<file path="config.mk">
export PLATFORM = sky130hd
export DESIGN_NAME = md_rotate_decoder_flat
export DESIGN_NICKNAME = d
export VERILOG_FILES = /design/src/rtl/md_rotate_pkg.sv /design/src/rtl/md_rotate_decoder_if.sv /design/src/rtl/md_decode_fifo.sv /design/src/rtl/md_rotate_decoder.sv /design/src/flat_wrapper.sv
export SDC_FILE = /design/constraint.sdc
export NUM_CORES = 1
export LEC_CHECK = 0
export CAP_MARGIN = 20
export CORE_ASPECT_RATIO = 0.9
export CORE_MARGIN = 1
export CORE_UTILIZATION = 56
export DETAILED_ROUTE_END_ITERATION = 7
export GPL_ROUTABILITY_DRIVEN = 0
export PLACE_DENSITY = 0.8
export SYNTH_ARGS = -nofsm -noshare
export SYNTH_HDL_FRONTEND = slang
export SYNTH_SLANG_ARGS = --single-unit
</file>
<file path="constraint.sdc">
create_clock -name clock_i -period 6.8 [get_ports clock_i]
set_input_delay 1.02 -clock clock_i [delete_from_list [all_inputs] [get_ports clock_i]]
set_output_delay 1.02 -clock clock_i [all_outputs]
set_load 0.02 [all_outputs]
</file>
<file path="src/rtl/md_rotate_pkg.sv">
// Shared constants, operation enumeration and default decoded-entry layout for
// the MD/MDS-format rotate decoder (primary opcode 30).
package md_rotate_pkg;

  localparam logic [5:0] OPCODE_ROTATE = 6'd30;

  // MD-form extended opcode lives in bits 27:29, MDS-form in bits 27:30
  localparam logic [2:0] XO_RLDICL = 3'd0;
  localparam logic [2:0] XO_RLDICR = 3'd1;
  localparam logic [2:0] XO_RLDIC  = 3'd2;
  localparam logic [2:0] XO_RLDIMI = 3'd3;
  localparam logic [3:0] XO_RLDCL  = 4'd8;
  localparam logic [3:0] XO_RLDCR  = 4'd9;

  typedef enum logic [2:0] {
    OP_RLDICL = 3'd0,
    OP_RLDICR = 3'd1,
    OP_RLDIC  = 3'd2,
    OP_RLDIMI = 3'd3,
    OP_RLDCL  = 3'd4,
    OP_RLDCR  = 3'd5
  } md_op_e;

  localparam int unsigned DEF_REG_W = 5;
  localparam int unsigned DEF_IMM_W = 6;
  localparam int unsigned DEF_TAG_W = 8;

  typedef struct packed {
    md_op_e                 op;
    logic [DEF_REG_W-1:0]   rs;
    logic [DEF_REG_W-1:0]   ra;
    logic [DEF_REG_W-1:0]   rb;
    logic [DEF_IMM_W-1:0]   imm1;
    logic [DEF_IMM_W-1:0]   imm2;
    logic                   rc;
    logic [DEF_TAG_W-1:0]   tag;
  } md_entry_t;

  // xo is bits 27:30; only meaningful for already-qualified MD or MDS encodings
  function automatic md_op_e md_op_from_xo(input logic [3:0] xo);
    md_op_e op;
    if (!xo[3]) op = md_op_e'({1'b0, xo[2:1]});
    else        op = xo[0] ? OP_RLDCR : OP_RLDCL;
    return op;
  endfunction

endpackage

</file>
<file path="src/rtl/md_rotate_decoder_if.sv">
// Instruction-in / decoded-entry-out handshake bundle of md_rotate_decoder.
interface md_rotate_decoder_if #(
  parameter int unsigned regWidth         = 5,
  parameter int unsigned immWidth         = 6,
  parameter int unsigned instructionWidth = 32,
  parameter int unsigned tagWidth         = 8
);
  logic                        enable_i;
  logic [0:instructionWidth-1] instruction_i;
  logic [tagWidth-1:0]         tag_i;
  logic                        stall_o;

  logic                        enable_o;
  logic                        ready_i;
  logic [2:0]                  op_o;
  logic [regWidth-1:0]         rs_o;
  logic [regWidth-1:0]         ra_o;
  logic [regWidth-1:0]         rb_o;
  logic [immWidth-1:0]         imm1_o;
  logic [immWidth-1:0]         imm2_o;
  logic                        rc_o;
  logic [tagWidth-1:0]         tag_o;

  modport slave (
    input  enable_i, instruction_i, tag_i, ready_i,
    output stall_o, enable_o, op_o, rs_o, ra_o, rb_o, imm1_o, imm2_o, rc_o, tag_o
  );

  modport master (
    output enable_i, instruction_i, tag_i, ready_i,
    input  stall_o, enable_o, op_o, rs_o, ra_o, rb_o, imm1_o, imm2_o, rc_o, tag_o
  );
endinterface

</file>
<file path="src/rtl/md_decode_fifo.sv">
// Generic synchronous FIFO of decoded entries; head entry is read combinationally
// from the storage array so it only changes on a pop or a write into an empty FIFO.
module md_decode_fifo
  import md_rotate_pkg::*;
#(
  parameter type         entry_t = md_entry_t,
  parameter int unsigned depth   = 4
) (
  input  logic                   clock_i,
  input  logic                   reset_i,
  input  logic                   push_i,
  input  entry_t                 wdata_i,
  input  logic                   pop_i,
  output entry_t                 rdata_o,
  output logic                   full_o,
  output logic                   empty_o,
  output logic [$clog2(depth):0] occupancy_o
);
  localparam int unsigned PTR_W = $clog2(depth);
  localparam logic [PTR_W:0] DEPTH_CNT = (PTR_W + 1)'(depth);

  entry_t           mem [depth];
  logic [PTR_W-1:0] wr_ptr;
  logic [PTR_W-1:0] rd_ptr;
  logic [PTR_W:0]   count;
  logic             do_push;
  logic             do_pop;

  assign full_o      = (count == DEPTH_CNT);
  assign empty_o     = (count == '0);
  assign occupancy_o = count;
  assign do_push     = push_i & ~full_o;
  assign do_pop      = pop_i & ~empty_o;
  assign rdata_o     = mem[rd_ptr];

  // depth is a power of two, so pointer overflow is the modulo wrap
  always_ff @(posedge clock_i or posedge reset_i) begin
    if (reset_i) begin
      wr_ptr <= '0;
      rd_ptr <= '0;
      count  <= '0;
      for (int unsigned i = 0; i < depth; i++) mem[i] <= '0;
    end else begin
      if (do_push) begin
        mem[wr_ptr] <= wdata_i;
        wr_ptr      <= wr_ptr + 1'b1;
      end
      if (do_pop) rd_ptr <= rd_ptr + 1'b1;
      case ({do_push, do_pop})
        2'b10:   count <= count + 1'b1;
        2'b01:   count <= count - 1'b1;
        default: count <= count;
      endcase
    end
  end

endmodule

</file>
<file path="src/rtl/md_rotate_decoder.sv">
// Buffered decoder for opcode-30 MD/MDS rotate instructions: combinational field
// assembly feeding a FIFO, plus a saturating count of undefined extended opcodes.
module md_rotate_decoder
  import md_rotate_pkg::*;
#(
  parameter int unsigned opcodeWidth      = 6,
  parameter int unsigned regWidth         = 5,
  parameter int unsigned immWidth         = 6,
  parameter int unsigned instructionWidth = 32,
  parameter int unsigned tagWidth         = 8,
  parameter int unsigned fifoDepth        = 4,
  parameter int unsigned countWidth       = 16
) (
  input  logic                  clock_i,
  input  logic                  reset_i,
  md_rotate_decoder_if.slave    bus,
  output logic [countWidth-1:0] illegalCount_o
);
  localparam int unsigned OCC_W     = $clog2(fifoDepth) + 1;
  localparam int unsigned RS_POS    = opcodeWidth;
  localparam int unsigned RA_POS    = RS_POS + regWidth;
  localparam int unsigned RB_POS    = RA_POS + regWidth;
  localparam int unsigned MB_POS    = RB_POS + immWidth - 1;
  localparam int unsigned MB_HI_POS = MB_POS + immWidth - 1;
  localparam int unsigned XO_POS    = MB_HI_POS + 1;
  localparam int unsigned SH_HI_POS = instructionWidth - 2;
  localparam int unsigned RC_POS    = instructionWidth - 1;

  typedef struct packed {
    md_op_e              op;
    logic [regWidth-1:0] rs;
    logic [regWidth-1:0] ra;
    logic [regWidth-1:0] rb;
    logic [immWidth-1:0] imm1;
    logic [immWidth-1:0] imm2;
    logic                rc;
    logic [tagWidth-1:0] tag;
  } entry_t;

  logic [0:instructionWidth-1] instr;
  entry_t                      dec_entry;
  entry_t                      head;
  logic                        is_rotate;
  logic                        is_md;
  logic                        is_mds;
  logic                        accept;
  logic                        push;
  logic                        pop;
  logic                        full;
  logic                        empty;
  logic [OCC_W-1:0]            occupancy;

  assign instr = bus.instruction_i;

  always_comb begin
    dec_entry = '0;
    is_rotate = (instr[0 +: opcodeWidth] == opcodeWidth'(OPCODE_ROTATE));
    is_md     = is_rotate &&
                (instr[XO_POS +: 3] inside {XO_RLDICL, XO_RLDICR, XO_RLDIC, XO_RLDIMI});
    is_mds    = is_rotate && (instr[XO_POS +: 4] inside {XO_RLDCL, XO_RLDCR});

    dec_entry.op   = md_op_from_xo(instr[XO_POS +: 4]);
    dec_entry.rs   = instr[RS_POS +: regWidth];
    dec_entry.ra   = instr[RA_POS +: regWidth];
    dec_entry.rb   = instr[RB_POS +: regWidth];
    // sh shares bits 16:20 with rb; MDS forms take the shift from rb instead
    dec_entry.imm1 = is_md ? {instr[SH_HI_POS], instr[RB_POS +: immWidth-1]} : '0;
    dec_entry.imm2 = {instr[MB_HI_POS], instr[MB_POS +: immWidth-1]};
    dec_entry.rc   = instr[RC_POS];
    dec_entry.tag  = bus.tag_i;
  end

  assign accept = bus.enable_i & ~full;
  assign push   = accept & (is_md | is_mds);
  assign pop    = bus.enable_o & bus.ready_i;

  md_decode_fifo #(
    .entry_t (entry_t),
    .depth   (fifoDepth)
  ) u_fifo (
    .clock_i     (clock_i),
    .reset_i     (reset_i),
    .push_i      (push),
    .wdata_i     (dec_entry),
    .pop_i       (pop),
    .rdata_o     (head),
    .full_o      (full),
    .empty_o     (empty),
    .occupancy_o (occupancy)
  );

  always_ff @(posedge clock_i or posedge reset_i) begin
    if (reset_i) begin
      illegalCount_o <= '0;
    end else if (accept && is_rotate && !is_md && !is_mds && illegalCount_o != '1) begin
      illegalCount_o <= illegalCount_o + 1'b1;
    end
  end

  assign bus.stall_o  = (occupancy == OCC_W'(fifoDepth));
  assign bus.enable_o = ~empty;
  assign bus.op_o     = head.op;
  assign bus.rs_o     = head.rs;
  assign bus.ra_o     = head.ra;
  assign bus.rb_o     = head.rb;
  assign bus.imm1_o   = head.imm1;
  assign bus.imm2_o   = head.imm2;
  assign bus.rc_o     = head.rc;
  assign bus.tag_o    = head.tag;

endmodule

</file>
<file path="src/flat_wrapper.sv">
// flat-port wrapper written by rule: the top's interface ports become plain ports
module md_rotate_decoder_flat import md_rotate_pkg::*;
#(
  parameter int unsigned opcodeWidth      = 6,
  parameter int unsigned regWidth         = 5,
  parameter int unsigned immWidth         = 6,
  parameter int unsigned instructionWidth = 32,
  parameter int unsigned tagWidth         = 8,
  parameter int unsigned fifoDepth        = 4,
  parameter int unsigned countWidth       = 16
)
  (clock_i, reset_i, illegalCount_o, bus_enable_i, bus_instruction_i, bus_tag_i, bus_ready_i, bus_stall_o, bus_enable_o, bus_op_o, bus_rs_o, bus_ra_o, bus_rb_o, bus_imm1_o, bus_imm2_o, bus_rc_o, bus_tag_o);
  md_rotate_decoder_if #(.regWidth(regWidth), .immWidth(immWidth), .instructionWidth(instructionWidth), .tagWidth(tagWidth)) bus_i ();
  input  logic clock_i;
  input  logic reset_i;
  output logic [countWidth-1:0] illegalCount_o;
  input wire logic [$bits(bus_i.enable_i)-1:0] bus_enable_i;
  input wire logic [$bits(bus_i.instruction_i)-1:0] bus_instruction_i;
  input wire logic [$bits(bus_i.tag_i)-1:0] bus_tag_i;
  input wire logic [$bits(bus_i.ready_i)-1:0] bus_ready_i;
  output wire logic [$bits(bus_i.stall_o)-1:0] bus_stall_o;
  output wire logic [$bits(bus_i.enable_o)-1:0] bus_enable_o;
  output wire logic [$bits(bus_i.op_o)-1:0] bus_op_o;
  output wire logic [$bits(bus_i.rs_o)-1:0] bus_rs_o;
  output wire logic [$bits(bus_i.ra_o)-1:0] bus_ra_o;
  output wire logic [$bits(bus_i.rb_o)-1:0] bus_rb_o;
  output wire logic [$bits(bus_i.imm1_o)-1:0] bus_imm1_o;
  output wire logic [$bits(bus_i.imm2_o)-1:0] bus_imm2_o;
  output wire logic [$bits(bus_i.rc_o)-1:0] bus_rc_o;
  output wire logic [$bits(bus_i.tag_o)-1:0] bus_tag_o;
  assign bus_i.enable_i = bus_enable_i;
  assign bus_i.instruction_i = bus_instruction_i;
  assign bus_i.tag_i = bus_tag_i;
  assign bus_i.ready_i = bus_ready_i;
  assign bus_stall_o = bus_i.stall_o;
  assign bus_enable_o = bus_i.enable_o;
  assign bus_op_o = bus_i.op_o;
  assign bus_rs_o = bus_i.rs_o;
  assign bus_ra_o = bus_i.ra_o;
  assign bus_rb_o = bus_i.rb_o;
  assign bus_imm1_o = bus_i.imm1_o;
  assign bus_imm2_o = bus_i.imm2_o;
  assign bus_rc_o = bus_i.rc_o;
  assign bus_tag_o = bus_i.tag_o;
  md_rotate_decoder #(.opcodeWidth(opcodeWidth), .regWidth(regWidth), .immWidth(immWidth), .instructionWidth(instructionWidth), .tagWidth(tagWidth), .fifoDepth(fifoDepth), .countWidth(countWidth)) u_core (.clock_i(clock_i), .reset_i(reset_i), .bus(bus_i), .illegalCount_o(illegalCount_o));
endmodule
</file>
==> results_tabular.tex, run 1 <==
\begin{tabular}{lr}
\hline
Metric & Value \\
\hline
\multicolumn{2}{l}{\textbf{Run status}} \\
\quad Result of the run & completed \\
\multicolumn{2}{l}{\textbf{Floorplan}} \\
\quad CORE AREA & 0.0142 mm\^{}2 \\
\quad Die width & 129 um \\
\quad Vertical die dimension & 117 um \\
\quad IO Pins & 101 \\
\quad Number of placement rows & 41 \\
\quad Initial core utilization & 0.578 \\
\quad Total die area & 0.0151 mm\^{}2 \\
\multicolumn{2}{l}{\textbf{Clock tree}} \\
\quad Clock transition at the registers of the reported paths & 0.06 ns \\
\quad Hold buffer count at CTS & 0 \\
\quad Worst skew pair latency & 0.42 ns \\
\quad CTS max path bufs & 2 \\
\quad Buffers inserted during post-CTS setup optimization & 0 \\
\quad Total CTS buffers & 17 \\
\quad Buffer cell driving the clock tree root & clkbuf\_16 \\
\quad Cts repair resizes & 0 \\
\quad Total number of H-tree levels & 4 \\
\quad Clk sinks & 179 \\
\quad TritonCTS clock tree & yes \\
\multicolumn{2}{l}{\textbf{Route}} \\
\quad Via count & 4643 \\
\quad Met3 wire length & 645 um \\
\quad Number of remaining DRC errors & 0 \\
\quad Routed wl met2 & 7.97 mm \\
\quad Iteration-0 DRC Markers & 215 \\
\quad Final wirelength & 15.8 mm \\
\quad Initial DRT Pass Iterations & 4 \\
\quad Wl on met1 & 7.04 mm \\
\quad Final ANT Viol Nets & 0 \\
\quad DR WL/cell & 19.7 um \\
\quad Vias/cell & 5.76 \\
\quad Highest layer used for signal routing & met4 \\
\multicolumn{2}{l}{\textbf{GRT}} \\
\quad Aggregate global-route resource usage & 0.232 \\
\quad Via count of the first global-routing pass & 4911 \\
\quad Pin count of the biggest net entering global routing & 113 \\
\quad Overflow after GRT & 0 \\
\quad Number of antenna violations at the first check in global routing & 0 \\
\quad Global-route wire length before repair & 25.8 mm \\
\multicolumn{2}{l}{\textbf{Finish}} \\
\quad Area delta synth->final & 20.4\% \\
\quad Most frequent cells in the layout & 177 x dfrtp\_1, 138 x mux2\_2, 100 x clkdlybuf4s50\_1, 39 x mux4\_2, 21 x mux2\_1 \\
\quad Antenna Diode Count & 0 \\
\quad Layout cells sized above 1 & 0.385 \\
\quad Most common cell after layout, fill and taps aside & dfrtp\_1 \\
\quad Net count reported at finish & 651 \\
\multicolumn{2}{l}{\textbf{Timing}} \\
\quad Worst-case clock skew & 0.00679 ns \\
\quad Setup repair after global routing missed its margin & no \\
\quad Part of the cycle the worst path needs & 0.565 \\
\quad Final max-slew violation count & 0 \\
\quad Shortest period the worst path allows & 3.84 ns \\
\quad Worst Tran Pin Value & 1.10 ns \\
\quad Final-report hold violation count & 0 \\
\quad Peak Freq & 0.260 GHz \\
\quad Worst hold slack across all endpoints & 0.484 ns \\
\quad Final setup slack of the worst path & 2.96 ns \\
\quad Total negative slack & 0 ns \\
\quad \# setup viols final & 0 \\
\quad Slew margin rel. & 0.270 \\
\multicolumn{2}{l}{\textbf{Setup path}} \\
\quad Required @ worst endpoint & 5.78 ns \\
\quad Startpoint type of the worst setup path & flop \\
\quad Max Fanout on Critical Path & 25 \\
\quad Startpoint-to-endpoint class of the critical path & reg2out \\
\quad Critical Path AT & 2.82 ns \\
\quad Flop-to-flop setup slack & 4.29 ns \\
\quad Type of element capturing the critical path & primary output \\
\multicolumn{2}{l}{\textbf{Synth}} \\
\quad Largest cells by area after synthesis & dfrtp\_1 55\%, mux2\_2 19\%, mux4\_2 11\%, mux2\_1 2.9\%, xor2\_1 1.7\% \\
\quad Net count after synthesis & 561 \\
\quad Post-synth top area share & 0.547 \\
\quad Async set or reset register ratio after synthesis & 1.00 \\
\quad Post-synth EDFFs & 0 \\
\quad Multiplexer fraction of the synthesized cell area & 0.328 \\
\quad Area fraction in compound gates after synthesis & 0.0202 \\
\quad Syn Std Cell Area & 0.00819 mm\^{}2 \\
\quad Register bit total from synthesis & 179 \\
\quad Synthesis warning total & 0 \\
\quad Sequential-to-total area share from yosys stat & 0.547 \\
\quad Area share of and/or/nand/nor cells after synthesis & 0.0431 \\
\quad Syn\_area\_per\_cell & 16.1 um\^{}2 \\
\quad Main combinational cell family by area after synthesis & multiplexers \\
\quad Cell type contributing the most total cell area after synthesis & dfrtp\_1 \\
\quad XOR/XNOR Fraction of Synth Area & 0.0214 \\
\quad Most used flip-flop cell after synthesis & dfrtp\_1 \\
\quad Number of library cell types mapped by synthesis & 39 \\
\quad Gate count after technology mapping & 510 \\
\quad Adder-cell area share of the yosys netlist & 0.0116 \\
\multicolumn{2}{l}{\textbf{Job}} \\
\quad Max\_cap viols & 0 \\
\multicolumn{2}{l}{\textbf{Placement}} \\
\quad Number of buffers added on ports & 100 \\
\quad Minimum setup slack after placement & 3.18 ns \\
\quad DP HPWL & 9.96 mm \\
\multicolumn{2}{l}{\textbf{Power and ir drop}} \\
\quad Leakage power of the design & 4.64 nW \\
\quad Max IR drop VDD & 184 uV \\
\quad Power density over cell area & 258 mW/mm\^{}2 \\
\multicolumn{2}{l}{\textbf{Hold path}} \\
\quad Tightest Hold Check Type & reg2reg \\
\hline
\end{tabular}
[metal layers]
metal,vias up,global-route usage
met3,15,0.0518
met5,-,0
met2,102,0.380
li1,2056,-
met4,0,0.0837
met1,2470,0.307
[Yosys cell counts, types with 3 or more instances]
library cell and number:
and3_1 5, inv_1 9, dfrtp_1 179, and2_1 8, xnor2_1 4, nor4_2 3, buf_1 3, mux2_2 138
ha_1 6, nand3_1 6, and4_1 4, mux4_2 39, buf_2 18, buf_4 6, nand2_1 8, clkbuf_1 3
xor2_1 16, nand4_1 3, mux2_1 21, a211oi_2 7
[sequential cells by signal (all words and copies together), names as in the netlist]
signal,flops
u_core.u_fifo.mem,156
u_core.illegalCount_o,16
u_core.u_fifo.occupancy_o,3
u_core.u_fifo.rd_ptr,2
u_core.u_fifo.wr_ptr,2
[final cells by class]
class                           count  area (um^2)
Timing Repair Buffer              105         1060
Multi-Input combinational cell    288         3490
Clock buffer                       23          478
Sequential cell                   179         4480
Fill cell                         951         4300
Clock inverter                      9         78.8
Inverter                            9         38.8
Tap cell                          193          241
[worst max-delay path, stage by stage, from the launching register on]
cell and delay (ns):
dfrtp_2 0.71, buf_4 0.53, mux4_2 0.60, clkdlybuf4s50_1 0.56
[metrics by stage]
stage                     instances   util  power (mW)  instance area (um^2)
after floorplan                 510      -        1.50                  8190
after global placement          773  0.655        1.64                  9280
after detailed placement        773  0.655        1.66                  9280
after CTS                       805  0.695        2.58                  9840
after global routing            806  0.697        2.66                  9860
final                           806  0.697        2.55                  9860
[final timing paths]
kind	cells after the start	endpoint	from
max in group asynchronous	4	u_core.u_fifo.mem[117]	reset_i
worst max-delay path	3	bus_imm1_o[0]	u_core.u_fifo.rd_ptr[0]
worst min register to register	1	u_core.u_fifo.mem[136]	u_core.u_fifo.mem[136]
min in group asynchronous	2	u_core.u_fifo.mem[128]	reset_i
worst max register to register	4	u_core.u_fifo.mem[119]	u_core.u_fifo.occupancy_o[2]
worst min-delay path	1	u_core.u_fifo.mem[136]	u_core.u_fifo.mem[136]
[cell families after synthesis]
| kind of cell | Yosys count |
|---|---|
| XOR/XNOR | 20 |
| multiplexers | 200 |
| adder cells (fa/ha/maj) | 7 |
| buffers and inverters | 43 |
| AND/OR/NAND/NOR | 48 |
| AO/OA/AOI/OAI | 13 |
| flip-flops | 179 |
[power breakdown]
part	internal, mW	leakage (nW)	switching, mW	total (mW)
sequential	1.12	2.46	0.0730	1.19
clock	0.531	0.273	0.388	0.919
combinational	0.231	1.90	0.210	0.441
(Power assumes the default switching activity.)
==> run 2, diff against run 1 <==
- clock period: 6.8 -> 3.75 ns (I/O delays scaled with it)
==> run 2 against run 1 <==
Against the previous run:
- power up 90%
- sequential cell count unchanged
- design area up 1.8%
- wire length up 1.5%
- via count about the same
- critical endpoint is now bus_tag_o[5]
- clock-buffer cell count down 2
- combinational power up 80%
==> results_tabular.tex, run 2 (synthesis results as in run 1) <==
\begin{tabular}{lr}
\hline
Metric & Value \\
\hline
\multicolumn{2}{l}{\textbf{Run status}} \\
\quad Result of the run & completed \\
\multicolumn{2}{l}{\textbf{Route}} \\
\quad Vias/cell & 5.71 \\
\quad Routed wl met2 & 7.85 mm \\
\quad Final ANT Viol Nets & 0 \\
\quad Final wirelength & 16.1 mm \\
\quad Wl on met1 & 7.57 mm \\
\quad Iteration-0 DRC Markers & 161 \\
\quad Highest layer used for signal routing & met4 \\
\quad Met3 wire length & 516 um \\
\quad Initial DRT Pass Iterations & 4 \\
\quad Number of remaining DRC errors & 0 \\
\quad Via count & 4645 \\
\quad DR WL/cell & 19.8 um \\
\multicolumn{2}{l}{\textbf{Floorplan}} \\
\quad Total die area & 0.0151 mm\^{}2 \\
\quad Number of placement rows & 41 \\
\quad CORE AREA & 0.0142 mm\^{}2 \\
\quad Die width & 129 um \\
\quad Vertical die dimension & 117 um \\
\quad Initial core utilization & 0.578 \\
\quad IO Pins & 101 \\
\multicolumn{2}{l}{\textbf{Finish}} \\
\quad Antenna Diode Count & 0 \\
\quad Layout cells sized above 1 & 0.397 \\
\quad Net count reported at finish & 658 \\
\quad Max reg flops & 156 \\
\quad Area delta synth->final & 22.6\% \\
\quad Most frequent cells in the layout & 177 x dfrtp\_1, 138 x mux2\_2, 100 x clkdlybuf4s50\_1, 39 x mux4\_2, 21 x mux2\_1 \\
\quad Most common cell after layout, fill and taps aside & dfrtp\_1 \\
\quad Register with the most flip-flops & u\_core.u\_fifo.mem \\
\multicolumn{2}{l}{\textbf{GRT}} \\
\quad Number of antenna violations at the first check in global routing & 0 \\
\quad Global-route wire length before repair & 26.5 mm \\
\quad Overflow after GRT & 0 \\
\quad Pin count of the biggest net entering global routing & 123 \\
\quad Via count of the first global-routing pass & 5015 \\
\quad Aggregate global-route resource usage & 0.236 \\
\multicolumn{2}{l}{\textbf{Power and ir drop}} \\
\quad Power density over cell area & 483 mW/mm\^{}2 \\
\quad Max IR drop VDD & 392 uV \\
\quad Leakage power of the design & 4.71 nW \\
\multicolumn{2}{l}{\textbf{Timing}} \\
\quad Final max-slew violation count & 0 \\
\quad Part of the cycle the worst path needs & 0.838 \\
\quad Final-report hold violation count & 0 \\
\quad Peak Freq & 0.318 GHz \\
\quad Slew margin rel. & 0.398 \\
\quad \# setup viols final & 0 \\
\quad Worst hold slack across all endpoints & 0.486 ns \\
\quad Setup repair after global routing missed its margin & no \\
\quad Worst Tran Pin Value & 0.896 ns \\
\quad Final setup slack of the worst path & 0.608 ns \\
\quad Shortest period the worst path allows & 3.14 ns \\
\quad Total negative slack & 0 ns \\
\quad Worst-case clock skew & 0.0103 ns \\
\multicolumn{2}{l}{\textbf{Placement}} \\
\quad Number of buffers added on ports & 100 \\
\quad Minimum setup slack after placement & 0.865 ns \\
\quad DP HPWL & 10.4 mm \\
\multicolumn{2}{l}{\textbf{Clock tree}} \\
\quad Hold buffer count at CTS & 0 \\
\quad Total CTS buffers & 17 \\
\quad Clock transition at the registers of the reported paths & 0.07 ns \\
\quad Buffer cell driving the clock tree root & clkbuf\_16 \\
\quad CTS max path bufs & 2 \\
\quad TritonCTS clock tree & yes \\
\quad Total number of H-tree levels & 4 \\
\quad Buffers inserted during post-CTS setup optimization & 0 \\
\quad Clk sinks & 179 \\
\quad Worst skew pair latency & 0.43 ns \\
\quad Cts repair resizes & 0 \\
\multicolumn{2}{l}{\textbf{Setup path}} \\
\quad Cells traversed along the worst timing path & buf\_12 > mux4\_2 > clkdlybuf4s50\_1 \\
\quad Max Fanout on Critical Path & 26 \\
\quad Critical Path AT & 2.58 ns \\
\quad Slowest cell delay on critical path & 0.71 ns \\
\quad Startpoint type of the worst setup path & flop \\
\quad Required @ worst endpoint & 3.19 ns \\
\quad Startpoint-to-endpoint class of the critical path & reg2out \\
\quad Type of element capturing the critical path & primary output \\
\quad Slowest-stage cell, CP & dfrtp\_2 \\
\multicolumn{2}{l}{\textbf{Job}} \\
\quad Max\_cap viols & 0 \\
\multicolumn{2}{l}{\textbf{Hold path}} \\
\quad Tightest Hold Check Type & reg2reg \\
\hline
\end{tabular}
run 2: final timing paths:
kind	start	to	slack, ns	cells past startpoint
min	u_core.u_fifo.occupancy_o[2]	u_core.u_fifo.occupancy_o[2]	0.49	1
min in group asynchronous	reset_i	u_core.illegalCount_o[0]	0.59	3
max reg2reg	u_core.u_fifo.occupancy_o[2]	u_core.u_fifo.mem[61]	1.46	5
max	u_core.u_fifo.rd_ptr[0]	bus_tag_o[5]	0.61	3
max in group asynchronous	reset_i	u_core.u_fifo.mem[134]	2.55	3
min reg2reg	u_core.u_fifo.occupancy_o[2]	u_core.u_fifo.occupancy_o[2]	0.49	1
run 2: cell type report:
class                      count  area (um^2)
clock buffer                  21          480
clock inverter                11          149
fill                         941         4120
inverter                       9         37.5
multi-input combinational    288         3490
sequential                   179         4480
tap                          193          241
timing repair buffer         112         1170
run 2: metal layers:
layer  global-route usage  vias to the layer above
met5                    0                        -
met4               0.0605                        0
met3               0.0586                       12
met2                0.373                       85
met1                0.331                     2475
li1                     -                     2073
run 2: worst max-delay path: cells and delay by family (launching register included):
kind | cells | cell delay (ns)
flip-flops | 1 | 0.71
multiplexers | 1 | 0.55
buffers and inverters | 2 | 0.88
run 2: metrics by stage:
stage	cell area [um^2]	util	total power, mW	instances
4_1_cts	10000	0.709	4.89	813
2_1_floorplan	8190	-	2.72	510
3_3_place_gp	9410	0.665	3.01	781
5_1_grt	10000	0.709	5.04	813
3_5_place_dp	9410	0.665	3.03	781
6_report	10000	0.709	4.85	813
run 2: where the power goes:
group	total (mW)	leakage (nW)	internal [mW]	switching, mW
logic	0.792	1.95	0.440	0.352
registers	2.19	2.46	2.02	0.170
clock network	1.87	0.302	1.12	0.748
==> variant, RTL diff (config.mk and constraints of run 2) <==
`fifoDepth` is set to 4 in 2 places; all go to 2.
--- a/src/rtl/md_rotate_decoder.sv
+++ b/src/rtl/md_rotate_decoder.sv
@@ -9,5 +9,5 @@
   parameter int unsigned instructionWidth = 32,
   parameter int unsigned tagWidth         = 8,
-  parameter int unsigned fifoDepth        = 4,
+  parameter int unsigned fifoDepth        = 2,
   parameter int unsigned countWidth       = 16
 ) (
--- a/src/flat_wrapper.sv
+++ b/src/flat_wrapper.sv
@@ -7,5 +7,5 @@
   parameter int unsigned instructionWidth = 32,
   parameter int unsigned tagWidth         = 8,
-  parameter int unsigned fifoDepth        = 4,
+  parameter int unsigned fifoDepth        = 2,
   parameter int unsigned countWidth       = 16
 )
Check against the original RTL: not equivalent (Yosys sat finds a counterexample within 4 cycles, from zero or initial values and one cycle with reset_i high).
==> variant against run 2 <==
  * Sequential cell count shrank 81
  * Largest cell class unchanged
  * Core utilization rose by 4.5 points
  * Design area is 43% lower
  * Setup slack gained 420 ps
  * Wire length is 48% lower
  * Critical endpoint is now bus_imm1_o[5]
  * Critical path depth unchanged
  * Largest power group unchanged
  * Critical path type unchanged
  * Total power decreased by 49%
  * Combinational power is 27% lower
  * Area after synthesis fell by 46%
==> variant: results (changes against run 2) <==
Critical path
The largest driver fanout on the critical path was 18 (-31%). The arrival time at the worst endpoint came to 2160 ps (-420 ps). The master of the slowest instance on the critical path is sky130_fd_sc_hd__clkdlybuf4s50_1. In this run the critical register-to-register path is captured at u_core.illegalCount_o[12]. In this run the critical register-to-register path is launched from u_core.illegalCount_o[0]. The beginning of the critical path is u_core.u_fifo.rd_ptr.

The number of cells on the worst reg-to-reg path is 6 (+1). The register-to-register setup slack came to 1590 ps (+130 ps).

Route
The routed wirelength normalized by instance count is 16.4 um (-17%). The number of DRC markers in iteration 0 is 91 (-43%). The number of optimization iterations in the first detailed-route pass is 5 (+1). The ratio of routed vias to standard cells came to 5.41 (-5.3%).

Place
The area after detailed placement is 5540 um2 (-41%). The number of port buffers is 100 (unchanged). The half-perimeter wire length after detailed placement is 5650 um (-46%).

Global route
The aggregate global-route resource usage is 0.225 (-0.0108). The wire length of the first global-routing pass is 14,100 um (-47%). The maximum number of pins on one net before global-route repair is 61 (-50%).

Hold path
The worst hold path begins at u_core.u_fifo.mem[29].

Timing
The clock skew after layout is 15.7 ps (+5.40 ps). The relative slew slack is 0.505 (+0.107).

Clocking
The CTS buffer count came to 9 (-8). The clock transition at the registers of the reported paths was 100 ps (+30 ps). The CTS H-tree depth is 3 (-1). Clock tree synthesis selected as its root buffer the cell sky130_fd_sc_hd__clkbuf_8. The clock network latency to the later pin of the worst-skew pair came to 360 ps (-70 ps).

Run status
The flow ran to the end, and the final reports show no timing, DRC or antenna violations.

Synth
By count the netlist is led by sky130_fd_sc_hd__mux2_2, sky130_fd_sc_hd__dfrtp_1, sky130_fd_sc_hd__xnor2_1, sky130_fd_sc_hd__mux2_4. The net count of the mapped netlist is 354 (-37%). The share of synthesized area occupied by flip-flops and latches is 0.552 (+0.00521). Ranked by total cell area, the synthesized netlist is headed by sky130_fd_sc_hd__dfrtp_1, sky130_fd_sc_hd__mux2_2, sky130_fd_sc_hd__mux2_4, sky130_fd_sc_hd__xnor2_1, sky130_fd_sc_hd__and2_1. The number of different library cells in the post-synthesis netlist is 32 (-18%).

Finish
The flip-flop count of the largest register, all copies and words added is 78 (-50%). The layout net count is 458 (-30%). The number of fill cells was 500 (-47%).

The area overhead of the layout relative to synthesis is 29.4%. The fraction of layout cells with a size suffix above 1 came to 0.357 (-0.0395).

Power and ir drop
The maximum resistive drop on vdd is 0.000291 V (-26%). The leakage power is 0.00275 uW (-42%).
## variant: cell count changes after synthesis, moves of 5 or more
cell	delta
sky130_fd_sc_hd__mux2_1	-21
sky130_fd_sc_hd__a211oi_2	-7
sky130_fd_sc_hd__mux2_4	+10
sky130_fd_sc_hd__dfrtp_1	-81
sky130_fd_sc_hd__nor2_1	+5
sky130_fd_sc_hd__xnor2_1	+10
sky130_fd_sc_hd__inv_1	-5
sky130_fd_sc_hd__mux2_2	-28
sky130_fd_sc_hd__buf_2	-13
sky130_fd_sc_hd__mux4_2	-39
sky130_fd_sc_hd__xor2_1	-12
## variant: where the power goes
| group | internal [uW] | switching (uW) | leakage, uW |
|---|---|---|---|
| combinational | 320 | 259 | 0.00130 |
| sequential | 1130 | 70.2 | 0.00134 |
| clock | 321 | 386 | 0.000107 |
## variant: kinds of logic after synthesis
family,after synthesis,share of synthesized area
simple gates,48,0.0659
buf+inv,17,0.0208
compound gates,4,0.00507
mux,121,0.315
flops,98,0.552
xor+xnor,18,0.0355
fa+ha+maj,2,0.00563
## variant: layout make-up
type / instances / area share
inverters: 4 / 0.00305
clock buffers: 9 / 0.0216
flip-flops and latches: 98 / 0.427
repair buffers: 106 / 0.182
multi-input cells: 193 / 0.331
clock inverters: 7 / 0.0142
well taps: 96 / 0.0209
## variant: metal layers
layer / GRT usage / wire [um]
met5: 0 / 0
met4: 0.0733 / 109
met3: 0.0518 / 448
met2: 0.356 / 3860
met1: 0.309 / 4010
## variant: worst max-delay path by stage
stage	cells past startpoint	end	slack, ps
finish	3	bus_imm1_o[5]	1030
global route	3	bus_imm1_o[5]	930
CTS	3	bus_imm1_o[5]	1000
detailed placement	7	u_core.u_fifo.mem[44]	1070
global placement	5	u_core.u_fifo.mem[23]	1080
floorplan	1	u_core.illegalCount_o[0]	630
## variant: stage by stage
step           cells  hold WS [ps]  setup WS (ps)  power (uW)
3_5_place_dp     497           488           1070        1810
5_1_grt          513           520            931        2610
3_3_place_gp     497           466           1080        1800
6_report         513           511           1030        2490
4_1_cts          513           512            997        2520
2_1_floorplan    308           448            625        1560
## variant: worst register-to-register path: stages, from the launching register on
cell and delay (ps):
sky130_fd_sc_hd__dfrtp_1 430, sky130_fd_sc_hd__ha_1 210, sky130_fd_sc_hd__nand3_1 130, sky130_fd_sc_hd__nor3_1 330
sky130_fd_sc_hd__nor4b_1 630, sky130_fd_sc_hd__nand3_1 180, sky130_fd_sc_hd__xnor2_1 150
